File: src/rtl/sobel_window.sv
// rtl/sobel_window.sv - 3x3 Sobel gradient window with two-stage magnitude pipeline
// Optional binarised output when SOBEL_THRESHOLD_EN is defined.
module sobel_window #(
    parameter int IMAGE_WIDTH  = 640,
    parameter int IMAGE_HEIGHT = 480,
    parameter int THRESHOLD    = 64
) (
    input  logic       clk,
    input  logic       reset_n,
    input  logic [7:0] line0_in,
    input  logic [7:0] line1_in,
    input  logic [7:0] line2_in,
    input  logic       pixel_valid,
    output logic [7:0] edge_out,
    output logic       edge_valid,
    output logic       frame_done
);

    localparam int CW = (IMAGE_WIDTH > 1) ? $clog2(IMAGE_WIDTH) : 1;
    localparam int RW = (IMAGE_HEIGHT > 1) ? $clog2(IMAGE_HEIGHT) : 1;
    localparam logic [CW-1:0] COL_LAST = CW'(IMAGE_WIDTH - 1);
    localparam logic [RW-1:0] ROW_LAST = RW'(IMAGE_HEIGHT - 1);

    logic [7:0]    win [3][3];
    logic [7:0]    nxt [3][3];
    logic [7:0]    col_in [3];
    logic [CW-1:0] col_cnt;
    logic [RW-1:0] row_cnt;

    logic [9:0]  gx_pos, gx_neg, gy_pos, gy_neg;
    logic [10:0] gx, gy;
    logic        mask_in, last_in;

    logic [10:0] gx1, gy1;
    logic        v1, mask1, last1;

    logic [9:0]  ax, ay;
    logic [11:0] mag;
    logic [7:0]  sat;
    logic [7:0]  result;

    assign col_in[0] = line0_in;
    assign col_in[1] = line1_in;
    assign col_in[2] = line2_in;

    // Gradients are taken from the window as it will look after this shift,
    // so the incoming column feeds stage 1 directly and latency stays at two.
    always_comb begin
        for (int r = 0; r < 3; r++) begin
            nxt[r][0] = win[r][1];
            nxt[r][1] = win[r][2];
            nxt[r][2] = col_in[r];
        end
    end

    assign gx_pos = {2'b00, nxt[0][2]} + {1'b0, nxt[1][2], 1'b0} + {2'b00, nxt[2][2]};
    assign gx_neg = {2'b00, nxt[0][0]} + {1'b0, nxt[1][0], 1'b0} + {2'b00, nxt[2][0]};
    assign gy_pos = {2'b00, nxt[2][0]} + {1'b0, nxt[2][1], 1'b0} + {2'b00, nxt[2][2]};
    assign gy_neg = {2'b00, nxt[0][0]} + {1'b0, nxt[0][1], 1'b0} + {2'b00, nxt[0][2]};
    assign gx     = {1'b0, gx_pos} - {1'b0, gx_neg};
    assign gy     = {1'b0, gy_pos} - {1'b0, gy_neg};

    assign mask_in = (row_cnt < RW'(2)) || (col_cnt < CW'(2));
    assign last_in = (row_cnt == ROW_LAST) && (col_cnt == COL_LAST);

    always_ff @(posedge clk or negedge reset_n) begin
        if (!reset_n) begin
            for (int r = 0; r < 3; r++)
                for (int c = 0; c < 3; c++)
                    win[r][c] <= 8'd0;
            col_cnt <= '0;
            row_cnt <= '0;
        end else if (pixel_valid) begin
            for (int r = 0; r < 3; r++)
                for (int c = 0; c < 3; c++)
                    win[r][c] <= nxt[r][c];
            if (col_cnt == COL_LAST) begin
                col_cnt <= '0;
                row_cnt <= (row_cnt == ROW_LAST) ? '0 : row_cnt + RW'(1);
            end else begin
                col_cnt <= col_cnt + CW'(1);
            end
        end
    end

    always_ff @(posedge clk or negedge reset_n) begin
        if (!reset_n) begin
            gx1   <= '0;
            gy1   <= '0;
            v1    <= 1'b0;
            mask1 <= 1'b0;
            last1 <= 1'b0;
        end else begin
            v1 <= pixel_valid;
            if (pixel_valid) begin
                gx1   <= gx;
                gy1   <= gy;
                mask1 <= mask_in;
                last1 <= last_in;
            end
        end
    end

    // Magnitudes never exceed 1020, so ten bits of the absolute value suffice.
    always_comb begin
        ax  = gx1[10] ? 10'(~gx1 + 11'd1) : gx1[9:0];
        ay  = gy1[10] ? 10'(~gy1 + 11'd1) : gy1[9:0];
        mag = {2'b00, ax} + {2'b00, ay};
        sat = (mag[11:8] != 4'd0) ? 8'hFF : mag[7:0];
    end

`ifdef SOBEL_THRESHOLD_EN
    localparam logic [8:0] THR = (THRESHOLD > 255) ? 9'd256 :
                                 (THRESHOLD < 0)   ? 9'd0   : 9'(THRESHOLD);
    assign result = ({1'b0, sat} >= THR) ? 8'hFF : 8'h00;
`else
    assign result = sat;
`endif

    always_ff @(posedge clk or negedge reset_n) begin
        if (!reset_n) begin
            edge_out   <= 8'd0;
            edge_valid <= 1'b0;
            frame_done <= 1'b0;
        end else begin
            edge_valid <= v1;
            frame_done <= v1 && last1;
            if (v1)
                edge_out <= mask1 ? 8'd0 : result;
        end
    end

endmodule
File: config.mk
export PLATFORM = sky130hd
export DESIGN_NAME = sobel_window
export DESIGN_NICKNAME = d
export VERILOG_FILES = /design/src/rtl/sobel_window.sv
export SDC_FILE = /design/constraint.sdc
export NUM_CORES = 1
export LEC_CHECK = 0
export BUFFER_PORTS_ARGS = -buffer_cell sky130_fd_sc_hd__buf_4
export CORE_MARGIN = 2
export CORE_UTILIZATION = 55
export CTS_CLUSTER_DIAMETER = 100
export CTS_CLUSTER_SIZE = 14
export DETAILED_ROUTE_END_ITERATION = 10
export PLACE_DENSITY = 0.73
export SLEW_MARGIN = 20
export SYNTH_ARGS = -nofsm -noshare
export SYNTH_HDL_FRONTEND = slang
export SYNTH_SLANG_ARGS = --single-unit
File: constraint.sdc
create_clock -name clk -period 5.6 [get_ports clk]
set_input_delay 0.56 -clock clk [delete_from_list [all_inputs] [get_ports clk]]
set_output_delay 0.56 -clock clk [all_outputs]
set_load 0.05 [all_outputs]
After elaboration in Yosys (flattened, before gate mapping):

Index checks and enable logic that the tools add are counted.

* add/sub/neg operators: 15
* magnitude comparators: 2
* equality and inequality tests: 2
* multiplexer cells: 6
* bitwise gates (word level): 2
* reduce and logical (&&, ||, !) cells: 5

Operators by type and width (count)
* adder 10 x 8 -> 10 bit: 4
* adder 8 x 9 -> 10 bit: 4
* adder 10 x 1 -> 10 bit (second input constant): 3
* two-way mux 10 bit: 3
* subtractor 10 x 10 -> 11 bit: 2
* NOT 10 bit: 2
* two-way mux 8 bit: 2
* adder 10 x 10 -> 11 bit: 1
* equality test 10 bit (second input constant): 1
* < comparator 10 x 2 -> 1 bit (second input constant): 1
* adder 9 x 1 -> 9 bit (second input constant): 1
* equality test 9 bit (second input constant): 1
* < comparator 9 x 2 -> 1 bit (second input constant): 1
* two-way mux 9 bit: 1
* nonzero test 4 bit: 1
* logical AND 1 bit: 2
* AND reduction 2 bit: 1
* logical OR 1 bit: 1

* flip-flop bits (word level): 102
* output and inout port bits: 10
* logic and storage cells: 48

Logic depth before layout (Yosys ltp):

Gate-level depths: netlist of run 1.

* word-level depth: 7
* gate-level depth with buffers: 15

Worst setup path before layout of run 1:

No wires, ideal clock.

* kind: input -> register
* start point: in line0_in[2]
* end point: reg gy1[8]
* arrival time: 3635 ps
* path slack: 1840 ps
* cell stages on the path: 13
* path buffers: 0
* path through: inv_1 fa_1 fa_1 inv_1 fa_1 inv_1 ha_1 a21o_1 a21oi_2 o21ai_1 o41ai_2 xnor2_1 mux2_2

* word-level cells in the longest chain between the ends: 2

Ends and longest elaborated chain
* start: declaration: line 10 `input logic [7:0] line0_in,`
* adder 10 x 8 -> 10 bit: line 59 `assign gy_neg = {2'b00, nxt[0][0]} + {1'b0, nxt[0][1], 1'b0} + {2'b00, nxt[0][2]};`
* subtractor 10 x 10 -> 11 bit: line 61 `assign gy = {1'b0, gy_pos} - {1'b0, gy_neg};`
* end signal: assignment: line 97 `gy1 <= gy;`
* end: declaration: line 34 `logic [10:0] gx1, gy1;`

Every way passes these cells.
A chain may end at the register's enable or synchronous reset.

Final worst setup path of run 1:

* start point: reg win, in the netlist nxt[18]
* end point: reg gx1[9]

* word-level cells in the longest chain between the ends: 2

Ends and longest elaborated chain
* start: declaration: line 24 `logic [7:0] win [3][3];`
* start signal: indexed assignment: line 76 `win[r][c] <= nxt[r][c];`
* adder 10 x 8 -> 10 bit: line 57 `assign gx_neg = {2'b00, nxt[0][0]} + {1'b0, nxt[1][0], 1'b0} + {2'b00, nxt[2][0]};`
* subtractor 10 x 10 -> 11 bit: line 60 `assign gx = {1'b0, gx_pos} - {1'b0, gx_neg};`
* end signal: assignment: line 96 `gx1 <= gx;`
* end: declaration: line 34

Every way passes these cells.

==> flow_metrics.tcl, run 1 <==
set metrics [dict create \
    clk_pin_slew_worst_paths_ns 0.07 \
    start_util_pct 56.64 \
    synth-xor-area-share_pct 4.497 \
    hold_viol 0 \
    cts_tree "built" \
    layout_worst_path_cycle_share_pct 67.68 \
    cts_made_buffers 9 \
    antenna_found_initial 0 \
    viasPerCell 5.365 \
    overflow 0 \
    drt_iter0_drc 367 \
    io-pin-count 37 \
    outcome "complete, no violations" \
    syn_area_per_cell_um2 9.751 \
    max-vdd-ir-drop_uv 266.8 \
    max_freq_mhz 263.8 \
    synthCells 739 \
    dieHeight_um 118.5 \
    cts-resized-gates 0 \
    critPathRequiredTime_ns 5.85 \
    std_cell_rows 41 \
    cts.path.max_buffers 2 \
    syn-num-nets 867 \
    cp_max_fo 3 \
    io_buffers 36 \
    r2r_slack_ns 1.81 \
    synth-adder-area-share_pct 24.10 \
    synth_ff_type "dfrtp_1" \
    postCtsSetupBuffers 0 \
    relSlewSlack_pct 31.89 \
    wirelength_um 13420 \
    insertedDiodeCount 0 \
    yosysSeqAreaShare_pct 35.42 \
    crit_path_start_kind "flip-flop" \
    worst_pin_slew_ns 1.022 \
    powerDensity_mw_per_mm2 601.6 \
    period_needed_ns 3.790 \
    synth-edff-count 0 \
    place_ws_ns 1.504 \
    setup_tns_ns 0 \
    grt_pass1_wl_um 24300 \
    ant_nets 0 \
    synth_top_family_by_area "adder cells" \
    worst_slack_ns 1.810 \
    nNetsFinal 895 \
    synth_compound_area_share_pct 11.79 \
    wl_per_cell_um 14.21 \
    synth.area.mux_share_pct 4.028 \
    clk_root_buffer_cell "clkbuf_16" \
    min_path_type "in -> async" \
    coreArea_mm2 0.01272 \
    worst_clock_skew_ns 0.006890 \
    clock-sinks 102 \
    ys_ff_latch 102 \
    cap_violations 0 \
    async_reset_ff_share_pct 100.0 \
    fillers 1106 \
    grt_max_degree 110 \
    grt_util_all_layers_pct 21.42 \
    area_growth_pct 9.793 \
    place_congestion 0.8573 \
    ys_types 51 \
    die-area_mm2 0.01403 \
    hpwl_um 10330 \
    synth_simple_gate_area_share_pct 10.92 \
    drtPass1Iterations 6 \
    leakage_uw 0.003872 \
    worstSetupPathType "reg -> reg" \
    finalPower_uw 4759 \
    ctsHoldBuffers 0 \
    synthesis.area_mm2 0.007206 \
    yosys_warnings 0 \
    drive_gt1_share_pct 10.49 \
    grt_setup_unrepaired "no" \
    grt_pass1_vias 5281 \
    holdWs_ns 0.1477 \
    num_vias 5065 \
    worst-endpoint-arrival_ns 4.04 \
    setup_viol 0 \
    critPathCaptureType "flip-flop" \
    drv_slew 0 \
    dieWidth_um 118.5 \
    insertion_delay_ns 0.36 \
    drc 0 \
    cts_max_level 3 \
]
## flip-flops by register name (all words and copies together) (netlist names)
name	flops
edge_valid	1
edge_out	8
v1	1
last1	1
mask1	1
gx1	11
nxt	48
frame_done	1
gy1	11
col_cnt	10
row_cnt	9
## worst max-delay path, stage by stage (launching register included)
cell	delay, ns
dfrtp_1	0.37
inv_1	0.14
fa_1	0.45
fa_1	0.54
inv_1	0.06
fa_1	0.52
fa_1	0.47
nor2b_1	0.12
o21ai_0	0.10
a21boi_0	0.34
o211ai_1	0.17
and3_1	0.20
o31ai_1	0.21
## logic make-up (layout without fill, tap and decap cells)
kind of cell,count (synthesis),after routing
flops,102,102
fa+ha+maj,101,101
xor+xnor,37,37
mux,26,26
simple gates,166,166
buf+inv,176,209
compound gates,131,131
## synthesized netlist by cell type (all sizes together), types with 4 or more instances
library cell    n  area, um^2
inv           156       585.6
dfrtp         102        2552
nand2          78       292.8
fa             63        1261
o21ai          63       315.3
ha             38       475.5
xnor2          34       297.8
mux2           24       270.3
nor2           21       78.83
clkbuf         16       60.06
nand2b         14       87.58
nand3          13       65.06
a21oi          12       63.81
a2bb2oi         9       78.83
o31ai           9       67.56
nor3            7       35.03
o41ai           7       68.82
o21a            6       45.04
and3            5       31.28
nand4           5       31.28
a21o            4       30.03
buf             4       20.02
nor2b           4       25.02
nor4            4       25.02
## layout by cell type, fill, tap and decap left out, drive strengths merged, types with 2 or more instances in the layout
master     n
a211o      2
a211oi     3
a21boi     3
a21o       4
a21oi     12
a2bb2oi    9
a31oi      3
and2       3
and3       5
and4       3
buf       37
clkbuf    11
clkinv     3
dfrtp    102
fa        63
ha        38
inv      158
mux2      24
mux2i      2
nand2     78
nand2b    14
nand3     13
nand3b     2
nand4      5
nand4b     3
nor2      21
nor2b      4
nor3       7
nor4       4
o211ai     3
o21a       6
o21ai     63
o31ai      9
o41ai      7
or4        2
xnor2     34
xor2       3
## routing by layer
layer | wire [um] | share of wire, % | up-vias | GRT usage [%]
met2 | 6969 | 52 | 68 | 37.57
li1 | - | - | 2426 | -
met3 | 400 | 3.0 | 20 | 5.164
met4 | 180 | 1.3 | 0 | 5.655
met1 | 5866 | 44 | 2551 | 26.56
met5 | 0 | 0 | - | 0
## cell type report
cell class                 count  area [um^2]  area share, %
multi-input combinational    461         3988          50.40
sequential                   102         2552          32.26
inverter                     156        585.6          7.402
timing repair buffer          37        277.8          3.511
clock buffer                  11        252.7          3.195
tap                          172        215.2          2.720
clock inverter                 5        40.04         0.5061
## power by group
part / internal, uW / total [uW] / switching, uW / leakage, uW
Sequential: 888 / 1030 / 144 / 0.00127
Clock: 330 / 617 / 287 / 0.000146
Combinational: 1460 / 3110 / 1660 / 0.00246
Total: 2670 / 4760 / 2090 / 0.00387
## per-stage QoR
| stage | cell area, um^2 | std cells | util, % |
|---|---|---|---|
| 2_1_floorplan | 7206 | 739 | - |
| 3_3_place_gp | 7619 | 928 | 59.88 |
| 3_5_place_dp | 7619 | 928 | 59.88 |
| 4_1_cts | 7911 | 944 | 62.19 |
| 5_1_grt | 7911 | 944 | 62.19 |
| 6_report | 7911 | 944 | 62.19 |
## final timing paths
path,start,endpoint,depth (start not counted)
max reg2reg,nxt[18]$_DFFE_PN0P_,gx1[9]$_DFFE_PN0P_,12
max in group asynchronous,reset_n,row_cnt[1]$_DFFE_PN0P_,2
min,reset_n,nxt[33]$_DFFE_PN0P_,1
max,nxt[18]$_DFFE_PN0P_,gx1[9]$_DFFE_PN0P_,12
min reg2reg,nxt[36]$_DFFE_PN0P_,nxt[44]$_DFFE_PN0P_,2
min in group clk,line0_in[4],nxt[60]$_DFFE_PN0P_,3
No activity file was read; power rests on OpenSTA's default activity.
==> run 2: changes to the inputs <==
clock period = 3.8 ns   (was 5.6 ns; I/O delays follow)
==> run 2 against run 1 <==
  * Total power grew 54%
  * Worst hold slack lost 0.083 ns
  * Via count shrank 1.7%
  * Final cell count grew 1.2%
  * Clock skew shrank 0.0020 ns
  * Utilization grew 0.90 points
  * Combinational power grew 56%
  * Highest routed layer unchanged
  * Design area grew 1.5%
  * Sequential power grew 48%
  * Critical endpoint is now gy1[8]$_DFFE_PN0P_
==> flow_metrics.tcl, run 2 (synthesis gave the netlist of run 1 again) <==
set metrics [dict create \
    period_needed_ns 3.687 \
    std_cell_rows 41 \
    crit_path_start_kind "flip-flop" \
    grt_pass1_vias 5312 \
    leakage_uw 0.003933 \
    holdWs_ns 0.06510 \
    overflow 0 \
    cts.path.max_buffers 2 \
    largest_reg_flops 48 \
    grt_util_all_layers_pct 21.35 \
    viasPerCell 5.214 \
    outcome "complete, no violations" \
    final_cell_mix "152 x inv_1, 102 x dfrtp_1, 78 x nand2_1, 62 x fa_1, 61 x o21ai_0" \
    placed_area_mm2 0.007686 \
    grt_max_degree 87 \
    relSlewSlack_pct 46.96 \
    design_area_mm2 0.008026 \
    drc 0 \
    setup_viol 0 \
    die-area_mm2 0.01403 \
    clk_pin_slew_worst_paths_ns 0.07 \
    cp_slowest_stage_delay_ns 0.54 \
    fillers 1094 \
    hold_viol 0 \
    worstSetupPathType "reg -> reg" \
    wl_per_cell_um 13.89 \
    cp_slowest_cell "fa_1" \
    dieHeight_um 118.5 \
    nNetsFinal 906 \
    clock-sinks 102 \
    antenna_found_initial 0 \
    cts_max_level 3 \
    setup_tns_ns 0 \
    area_growth_pct 11.39 \
    grt_pass1_wl_um 24340 \
    layout_worst_path_cycle_share_pct 97.03 \
    drv_slew 0 \
    dieWidth_um 118.5 \
    worst_slack_ns 0.1129 \
    io_buffers 36 \
    ant_nets 0 \
    max_freq_mhz 271.2 \
    cap_violations 0 \
    coreArea_mm2 0.01272 \
    postLayoutCoreUtil_pct 63.09 \
    drive_gt1_share_pct 12.77 \
    start_util_pct 56.64 \
    worst_pin_slew_ns 0.7955 \
    place_ws_ns -0.09191 \
    drtPass1Iterations 4 \
    clk_root_buffer_cell "clkbuf_16" \
    cts_made_buffers 9 \
    cp_max_fo 2 \
    cts_tree "built" \
    worst_clock_skew_ns 0.004938 \
    worst-endpoint-arrival_ns 3.93 \
    critPathCaptureType "flip-flop" \
    critPathRequiredTime_ns 4.04 \
    max-vdd-ir-drop_uv 416.3 \
    io-pin-count 37 \
    hpwl_um 10220 \
    place_congestion 0.8916 \
    num_vias 4979 \
    mostFrequentLayoutCell "inv_1" \
    min_path_type "in -> async" \
    wirelength_um 13260 \
    drt_iter0_drc 269 \
    crit_chain "inv_1 > fa_1 > fa_1 > inv_1 > fa_1 > inv_1 > ha_1 > buf_4 > a21oi_2 > o21ai_2 > o41ai_2 > buf_4 > xnor2_1 > mux2_2" \
    powerDensity_mw_per_mm2 910.4 \
    insertedDiodeCount 0 \
    insertion_delay_ns 0.35 \
]
## run 2: layout make-up
class	instances	area [um^2]	area share, %
clock inverters	5	57.56	0.7171
well taps	172	215.2	2.681
inverters	156	585.6	7.295
repair buffers	48	364.1	4.536
clock buffers	11	242.7	3.024
multi-input cells	461	4009	49.95
flip-flops and latches	102	2552	31.80
## run 2: worst max-delay path, delay by kind of cell, from the launching register on
kind                     cells  cell delay [ns]
flip-flops                   1             0.38
adder cells (fa/ha/maj)      4             1.83
AO/OA/AOI/OAI                3             0.54
XOR/XNOR                     1             0.06
multiplexers                 1             0.26
buffers and inverters        5             0.49
## run 2: final timing paths
kind                                      from                   to  slack, ns  depth (start not counted)
setup / recovery           nxt[58]$_DFFE_PN0P_   gy1[8]$_DFFE_PN0P_       0.11                         14
hold / removal                         reset_n  nxt[32]$_DFFE_PN0P_       0.07                          1
setup reg to reg           nxt[58]$_DFFE_PN0P_   gy1[8]$_DFFE_PN0P_       0.11                         14
hold reg to reg            nxt[33]$_DFFE_PN0P_  nxt[41]$_DFFE_PN0P_       0.48                          2
max in group asynchronous              reset_n  nxt[23]$_DFFE_PN0P_       2.99                          2
min in group clk                   line0_in[6]  nxt[62]$_DFFE_PN0P_       0.24                          3
## run 2: report_power, final
group / total (uW) / internal [uW] / switching [uW]
Sequential: 1520 / 1310 / 210
Combinational: 4850 / 2370 / 2480
Clock: 943 / 530 / 412
## run 2: what timing repair did
action                     in CTS  in global routing
setup endpoints to repair       0                  8
resized for setup               0                 11
hold endpoints to repair        0                  0
hold buffers                    0                  0
buffers inserted                0                  2
## run 2: metrics by stage
step	instances	total power (uW)
3_3_place_gp	937	6047
4_1_cts	953	7214
3_5_place_dp	937	6216
2_1_floorplan	739	5167
5_1_grt	955	8091
6_report	955	7308
## run 2: routing by layer
| layer | global-route usage (%) | vias up | part of all wire, % |
|---|---|---|---|
| li1 | - | 2448 | - |
| met1 | 27.56 | 2467 | 45 |
| met2 | 36.89 | 53 | 52 |
| met3 | 3.909 | 11 | 2.5 |
| met4 | 6.324 | 0 | 1.1 |
| met5 | 0 | - | 0 |
==> run 3: changes to the inputs <==
CORE_ASPECT_RATIO = 1.2   (was default)
SETUP_SLACK_MARGIN = 0.5   (was default)
==> run 3 against run 2 <==
  * Final cell count down 0.10%
  * Worst setup slack better by 0.11 ns
  * Critical path depth did not move
  * Worst hold slack got worse by 0.019 ns
  * Sequential cell count stayed put
  * Sequential power about the same
  * Sequential share of layout area is 0.75 points lower
  * Total power up 5.9%
  * Non-clock buffer count is 7 higher
  * Die area about the same
  * Clock skew increased by 0.0026 ns
  * Global-route usage is 0.21 points higher
==> flow_metrics.tcl, run 3 (synthesis gave the netlist of run 1 again) <==
set metrics [dict create \
    grt_setup_unrepaired "yes" \
    r2r-start "nxt[9]$_DFFE_PN0P_" \
    drive_gt1_share_pct 18.61 \
    hpwl_um 10340 \
    nNetsFinal 913 \
    reg2reg_to "gy1[8]$_DFFE_PN0P_" \
    hold_viol 0 \
    die-area_mm2 0.01404 \
    overflow 0 \
    ant_nets 0 \
    cp-startpoint "nxt[9]$_DFFE_PN0P_" \
    drc 0 \
    r2r_slack_ns 0.22 \
    cp_slowest_cell "fa_1" \
    viasPerCell 5.271 \
    postLayoutCoreUtil_pct 64.61 \
    cts_max_level 3 \
    coreArea_mm2 0.01272 \
    worstSetupPathType "reg -> reg" \
    drv_slew 0 \
    worst_pin_slew_ns 0.6981 \
    io_buffers 36 \
    final_cell_mix "133 x inv_1, 102 x dfrtp_1, 78 x nand2_1, 59 x fa_1, 56 x o21ai_0" \
    powerDensity_mw_per_mm2 941.4 \
    cts_tree "built" \
    insertedDiodeCount 0 \
    crit_path_start_kind "flip-flop" \
    period_needed_ns 3.576 \
    crit_chain "inv_2 > fa_1 > inv_1 > fa_1 > inv_1 > fa_1 > inv_1 > ha_1 > a21o_1 > a21oi_2 > o21ai_2 > o41ai_4 > xnor2_1 > mux2_4" \
    leakage_uw 0.003969 \
    dieWidth_um 108.5 \
    grt_util_all_layers_pct 21.56 \
    cts_made_buffers 9 \
    wl_per_cell_um 14.29 \
    cts.path.max_buffers 2 \
    worst_clock_skew_ns 0.007530 \
    io-pin-count 37 \
    place_congestion 0.8514 \
    clock-sinks 102 \
    setup_viol 0 \
    critPathCaptureType "flip-flop" \
    clk_root_buffer_cell "clkbuf_16" \
    area_growth_pct 14.10 \
    start_util_pct 56.63 \
    outcome "complete, no violations" \
    drtPass1Iterations 4 \
    antenna_found_initial 0 \
    worst-endpoint-arrival_ns 3.81 \
    grt_pass1_wl_um 24040 \
    min_path_type "in -> async" \
    num_vias 5029 \
    setup_tns_ns 0 \
    max-vdd-ir-drop_uv 568.6 \
    drt_iter0_drc 169 \
    std_cell_rows 45 \
    dieHeight_um 129.4 \
    max_freq_mhz 279.6 \
    layout_worst_path_cycle_share_pct 94.11 \
    cap_violations 0 \
    ff2ff_path_depth 14 \
    critPathRequiredTime_ns 4.03 \
    cp_slowest_stage_delay_ns 0.53 \
    relSlewSlack_pct 53.41 \
    clk_pin_slew_worst_paths_ns 0.07 \
    largest_reg_flops 48 \
    wirelength_um 13630 \
    insertion_delay_ns 0.35 \
    mostFrequentLayoutCell "inv_1" \
    cp_max_fo 2 \
    grt_max_degree 58 \
    grt_pass1_vias 5262 \
]
==> run 3: layout make-up <==
type | count | area [um^2]
clock buffers | 11 | 252.7
clock inverters | 5 | 57.56
fillers | 1018 | 4503
inverters | 156 | 585.6
multi-input cells | 461 | 4148
flip-flops and latches | 102 | 2552
well taps | 164 | 205.2
repair buffers | 55 | 420.4
==> run 3: how the worst max path moves through the flow <==
| stage | endpoint | depth (start not counted) |
|---|---|---|
| floorplan | gy1[8]$_DFFE_PN0P_ | 13 |
| global route | gy1[8]$_DFFE_PN0P_ | 13 |
| finish | gy1[8]$_DFFE_PN0P_ | 14 |
| global placement | gy1[8]$_DFFE_PN0P_ | 14 |
| CTS | gy1[8]$_DFFE_PN0P_ | 14 |
| detailed placement | gy1[9]$_DFFE_PN0P_ | 14 |
==> run 3: critical path: cells and delay by family (launching register included) <==
kind	cells	cell delay, ns
AO/OA/AOI/OAI	4	0.78
multiplexers	1	0.26
buffers and inverters	4	0.20
flip-flops	1	0.36
XOR/XNOR	1	0.10
adder cells (fa/ha/maj)	4	1.77
==> run 3: timing repair <==
action,CTS,global route
hold buffers,0,0
setup buffers,9,6
gates resized for setup,25,22
pin swaps,36,24
cloned,0,0
hold endpoints to repair,0,0
endpoints found under the setup margin,11,15
==> run 3: per-layer routing <==
| metal | routed length (um) | global-route usage (%) |
|---|---|---|
| met2 | 6948 | 37.32 |
| met3 | 262 | 3.018 |
| met4 | 226 | 6.712 |
| met5 | 0 | 0 |
| met1 | 6192 | 28.18 |
==> run 3: where the power goes <==
group / total (uW) / switching (uW) / internal [uW] / leakage, uW
logic: 5250 / 2660 / 2590 / 0.00254
registers: 1520 / 210 / 1310 / 0.00127
clock network: 968 / 420 / 547 / 0.000155
==> run 3: metrics by stage <==
stage	worst slack, ns	instance area [um^2]	total power (uW)	hold WS [ns]	cells
2_1_floorplan	0.2798	7247	5273	0.08441	739
5_1_grt	0.1025	8222	8525	0.09609	954
4_1_cts	0.2285	8108	7498	0.06309	948
3_5_place_dp	0.03134	7672	6222	0.4372	923
6_report	0.2239	8222	7740	0.04624	954
3_3_place_gp	0.1101	7672	6034	0.4297	923
